## src/rtl/fft_input_loader.sv

```systemverilog
// fft_input_loader: streams N samples into the FFT buffer (optionally bit-reversed), then starts the FFT and waits for done_o
module fft_input_loader #(
    parameter int N       = 16,
    parameter int SIZE    = 4,
    parameter int DATA_W  = 29,
    parameter int BIT_REV = 1
) (
    input  logic              clk,
    input  logic              rst,
    input  logic              in_valid,
    input  logic [DATA_W-1:0] in_data,
    output logic              in_ready,
    input  logic              done_o,
    output logic              wr_en,
    output logic [SIZE:0]     wr_ptr,
    output logic [DATA_W-1:0] wr_data,
    output logic              flag_start_FFT,
    output logic              busy,
    output logic              overrun,
    output logic [SIZE:0]     load_cnt
);
    typedef enum logic [1:0] {S_LOAD, S_COMMIT, S_WAIT} state_t;
    localparam logic [SIZE:0] LAST = (SIZE+1)'(N-1);
    state_t            r_state;
    logic              r_in_ready, r_wr_en, r_flag, r_busy, r_overrun;
    logic [SIZE:0]     r_wr_ptr, r_load_cnt;
    logic [DATA_W-1:0] r_wr_data;
    logic [SIZE-1:0]   w_rev, w_addr;
    for (genvar b = 0; b < SIZE; b++) begin : g_rev
        assign w_rev[b] = r_load_cnt[SIZE-1-b];
    end
    assign w_addr = (BIT_REV != 0) ? w_rev : r_load_cnt[SIZE-1:0];
    always_ff @(posedge clk) begin
        if (rst) begin
            r_state    <= S_LOAD;
            r_load_cnt <= '0;
            r_in_ready <= 1'b1;
            r_wr_en    <= 1'b0;
            r_wr_ptr   <= '0;
            r_wr_data  <= '0;
            r_flag     <= 1'b0;
            r_busy     <= 1'b0;
            r_overrun  <= 1'b0;
        end else begin
            r_wr_en <= 1'b0;
            r_flag  <= 1'b0;
            if (in_valid && !r_in_ready)
                r_overrun <= 1'b1;
            case (r_state)
                S_LOAD: if (in_valid) begin
                    r_wr_en    <= 1'b1;
                    r_wr_data  <= in_data;
                    r_wr_ptr   <= {1'b0, w_addr};
                    r_load_cnt <= r_load_cnt + 1'b1;
                    r_busy     <= 1'b1;
                    if (r_load_cnt == LAST) begin
                        r_state    <= S_COMMIT;
                        r_in_ready <= 1'b0;
                    end
                end
                S_COMMIT: begin
                    r_state <= S_WAIT;
                    r_flag  <= 1'b1;
                end
                default: if (done_o) begin
                    r_state    <= S_LOAD;
                    r_load_cnt <= '0;
                    r_busy     <= 1'b0;
                    r_in_ready <= 1'b1;
                end
            endcase
        end
    end
    assign in_ready       = r_in_ready;
    assign wr_en          = r_wr_en;
    assign wr_ptr         = r_wr_ptr;
    assign wr_data        = r_wr_data;
    assign flag_start_FFT = r_flag;
    assign busy           = r_busy;
    assign overrun        = r_overrun;
    assign load_cnt       = r_load_cnt;
endmodule

```

## config.mk

```make
export PLATFORM = sky130hd
export DESIGN_NAME = fft_input_loader
export DESIGN_NICKNAME = d
export VERILOG_FILES = /design/src/rtl/fft_input_loader.sv
export SDC_FILE = /design/constraint.sdc
export NUM_CORES = 1
export LEC_CHECK = 0
export CAP_MARGIN = 15
export CORE_MARGIN = 4
export CORE_UTILIZATION = 42
export CTS_BUF_LIST = sky130_fd_sc_hd__clkbuf_4
export CTS_CLUSTER_DIAMETER = 60
export DETAILED_ROUTE_END_ITERATION = 12
export GPL_ROUTABILITY_DRIVEN = 0
export PLACE_DENSITY = 0.82
export SKIP_CTS_REPAIR_TIMING = 1
export SLEW_MARGIN = 20
export SYNTH_ARGS = -nofsm -noshare
export SYNTH_HDL_FRONTEND = slang
export SYNTH_SLANG_ARGS = --single-unit
```

## constraint.sdc

```tcl
create_clock -name clk -period 1.9 [get_ports clk]
set_clock_uncertainty 0.05 [all_clocks]
set_input_delay 0.285 -clock clk [delete_from_list [all_inputs] [get_ports clk]]
set_output_delay 0.285 -clock clk [all_outputs]
set_load 0.01 [all_outputs]
```

After elaboration in Yosys (flattened, before gate mapping)
Index checks and enable logic that the tools add are counted.
- equality and inequality tests: 4
- shift-type cells: 0
- bitwise logic cells: 2
- add/subtract/negate cells: 1
- reductions and logical operators: 10
- muxes and demuxes: 16
- magnitude comparators: 0
- divide/modulo/power cells: 0
- $mul: 0
- operators with widths (operator ; count):
    $mux 5 ; 2
    $pmux 5 s2 ; 1
    $mux 1 ; 7
    $mux 2 ; 3
    $reduce_and 3->1 ; 2
    $add 5x1->5 const B ; 1
    $eq 5x4->1 const B ; 1
    $ne 2x2->1 const B ; 2
    $pmux 1 s2 ; 2
    $pmux 2 s2 ; 1
    $reduce_and 4->1 ; 1
    $reduce_bool 3->1 ; 1
    $eq 2x1->1 const B ; 1
    $logic_not 2->1 ; 1
    $not 1->1 ; 2
    $reduce_and 2->1 ; 1
    $reduce_bool 2->1 ; 1
    $reduce_or 2->1 ; 1
    $logic_and 1x1->1 ; 1
    $logic_not 1->1 ; 1
- bits in latches: 0
- memories: 0
- ROM bits: 0
- input port bits: 33
- register bits after elaboration: 45
- bits in writable memories: 0

Longest topological paths before layout
- depth after elaboration: 4
- mapped depth: 5
- mapped depth without buffers: 5

Least setup slack after synthesis
Ideal clock, no wire load.
- path kind: register to register
- from: reg r_load_cnt[0], in the netlist load_cnt[0]
- to: reg r_load_cnt[4], in the netlist load_cnt[4]
- slack: 533 ps
- cell stages (with the launch flop): 6
- clock period less this slack: 1367 ps
- data arrival time: 1247 ps
- library setup time: 70 ps
- cell sequence: dfxtp_1 > ha_1 > and3_1 > ha_1 > nand2b_1 > a21oi_1
- cells in the longest elaborated chain, start to end: 3
- ends and longest elaborated chain (what ; line ; source):
    start: declaration ; 26 ; logic [SIZE:0] r_wr_ptr, r_load_cnt;
    start signal: assignment ; 54 ; r_load_cnt <= r_load_cnt + 1'b1;
    $add 5x1->5 ; 54 ;
    $mux 5 ; 50 ; S_LOAD: if (in_valid) begin
    $pmux 5 s2 ; 49 ; case (r_state)
No other way between the ends. The select of a mux whose other input is x is not followed.
A chain may end at the register's enable or synchronous reset.

Final worst setup path
- from: reg r_load_cnt[2], in the netlist load_cnt[2]
- to: out load_cnt[2]
- RTL lines (what ; line ; source):
    end: declaration ; 20 ; output logic [SIZE:0] load_cnt
No word-level cell between the ends.

==> flow_summary.toml <==
[final_layout]
final_nets = 307
mostFrequentLayoutCells = "75 x clkdlybuf4s50_1, 71 x nand2_1, 45 x dfxtp_1"
stdcell_area_um2 = 2490
layout_commonest_cell = "clkdlybuf4s50_1"
syn2layout_area_growth_pct = 50.30
drive_gt1_share_pct = 7.326
final_util_pct = 66.51
fillerInstances = 355
antennaDiodeCount = 0
final_cell_count_no_fill = 321

[power]
clkPwrFrac_pct = 25.5
irDropWorstVdd_uv = 530.1
power_frac_seq_pct = 58.4
p_per_area_nw_per_um2 = 693.4
p_sw_mw = 0.4381
combinationalPowerShare_pct = 16.1
power_mw = 1.726
sw_frac_of_total_pct = 25.38
internal-power_mw = 1.288
leakage_nw = 0.9513

[critical_path]
slowest_stage = "clkdlybuf4s50_1"
cp_num_buf_inv = 1
path_class = "reg -> out"
crit_family = "buffers and inverters"
startpoint_type = "flip-flop"
arrival_ns = 1.43
max_stage_delay_ns = 0.60
cp-end-kind = "primary output"
cp_max_fo = 7
crit_chain = "clkdlybuf4s50_1"
required_ns = 1.56

[floorplanning]
start_util_pct = 44.25
fp.dieArea_um2 = 5013
core_um2 = 3744
die_x_um = 70.81
ios = 77
die_h_um = 70.81
std_cell_rows = 22

[yosys]
ys_types = 23
netlist_area_um2 = 1657
postSynthCellCount = 195
yosysWarnings = 0
ys_seq_area_share_pct = 54.38
synth_seq_cells = 45
synth_area_per_cell_um2 = 8.495
syn_nets = 230

[detailed_routing]
wl_per_cell_um = 12.62
vias = 1522
drt_iter0_drc = 49
routed_wl_um = 4050
antenna_left = 0
routed_via_density = 4.741
detail_route.first_pass.iterations = 4
drcViolationCount = 0

[global_routing]
grt_pass1_wl_um = 6527
grt_pass1_vias = 1461
grt_max_degree = 30
track_usage_pct = 16.20
antenna_found_initial = 0
grt-ovfl-total = 0

[placed_design]
io_buffers = 75
dp_slack_ns = 0.09093
dpl_cell_area_um2 = 2435
dp_cells = 313
place_hpwl_um = 3041

[timing]
slew_violations = 0
final.period_utilization_pct = 93.10
rsz0062_at_grt = "false"
tns_ns = 0
hold_ws_ns = 0.4095
fin_crit_ns = 1.769
fmax_mhz = 565.3
setup_viol = 0
final_hold_viol_count = 0
setup_slack_ns = 0.1310

[cts]
cts_root_buf = "clkbuf_4"
cts_buffers = 5
clk_pin_slew_ns = 0.13
h-tree-depth = 2
cts.path.max_buffers = 2
cts_tree = "yes"
insertion_delay_ns = 0.35
clock_sinks = 45

[outcome]
status = "finished clean"

[flow_run]
max_cap_viol_count = 0

[worst_hold_path]
hold_path.class = "in -> reg"
routing by layer:
layer | part of all wire, % | routed length (um) | global-route usage [%] | vias to the layer above
met5 | 0 | 0 | 0 | -
met4 | 1.7 | 68 | 5.428 | 0
met3 | 7.1 | 289 | 7.102 | 7
met2 | 49 | 1976 | 28.73 | 52
met1 | 42 | 1715 | 17.08 | 677
li1 | - | - | - | 786
worst paths after layout:
check | from | endpoint | slack, ns | cells past startpoint
worst min register to register | wr_data[14]$_SDFFE_PP0P_ | wr_data[14]$_SDFFE_PP0P_ | 0.41 | 2
worst max-delay path | load_cnt[2]$_SDFFE_PP0P_ | load_cnt[2] | 0.13 | 1
worst max register to register | load_cnt[0]$_SDFFE_PP0P_ | load_cnt[4]$_SDFFE_PP0P_ | 0.47 | 5
worst min-delay path | in_data[12] | wr_data[12]$_SDFFE_PP0P_ | 0.41 | 3
cell type report:
| type | instances | area (um2) | area share [%] |
|---|---|---|---|
| multi-input combinational | 134 | 648.1 | 26.03 |
| timing repair buffer | 84 | 818.3 | 32.86 |
| clock inverter | 3 | 17.52 | 0.7035 |
| tap | 48 | 60.06 | 2.412 |
| inverter | 2 | 7.507 | 0.3015 |
| sequential | 45 | 900.9 | 36.18 |
| clock buffer | 5 | 37.54 | 1.508 |
power groups by stage:
| stage | Combinational (mW) | Sequential (mW) | Clock [mW] |
|---|---|---|---|
| 6_report | 0.278 | 1.01 | 0.441 |
| 5_1_grt | 0.303 | 1.01 | 0.497 |
| 4_1_cts | 0.282 | 1.01 | 0.453 |
| 3_5_place_dp | 0.279 | 1.03 | 0 |
| 3_3_place_gp | 0.275 | 1.03 | 0 |
| 2_1_floorplan | 0.0961 | 1.05 | 0 |
registers in the layout (all words and copies together) (netlist names):
signal / cells
r_state: 2
busy: 1
in_ready: 1
wr_ptr: 4
flag_start_FFT: 1
load_cnt: 5
wr_data: 29
wr_en: 1
overrun: 1
synth_stat cells (all sizes together):
library cell,instances,area share (%)
nor3b,2,1.6
and3,1,0.38
o21a,2,0.91
inv,2,0.45
buf,9,4.9
or3b,1,0.53
clkbuf,5,1.1
nand2b,3,1.1
nor2,2,0.45
a21bo,1,0.60
a21oi,40,12
ha,2,1.5
conb,1,0.23
nand3b,1,0.45
dfxtp,45,54
a41oi,1,0.53
a311oi,2,1.4
nand3,4,1.2
nand2,71,16
cells by family (layout without fill, tap and decap cells):
family | count (synthesis) | after routing | share of synthesized area [%]
adder cells (fa/ha/maj) | 2 | 2 | 1.510
AO/OA/AOI/OAI | 46 | 46 | 15.56
buffers and inverters | 16 | 94 | 6.495
flip-flops | 45 | 45 | 54.38
AND/OR/NAND/NOR | 85 | 85 | 21.83
other | 1 | 1 | 0.2264
No activity file was read; power rests on OpenSTA's default activity.
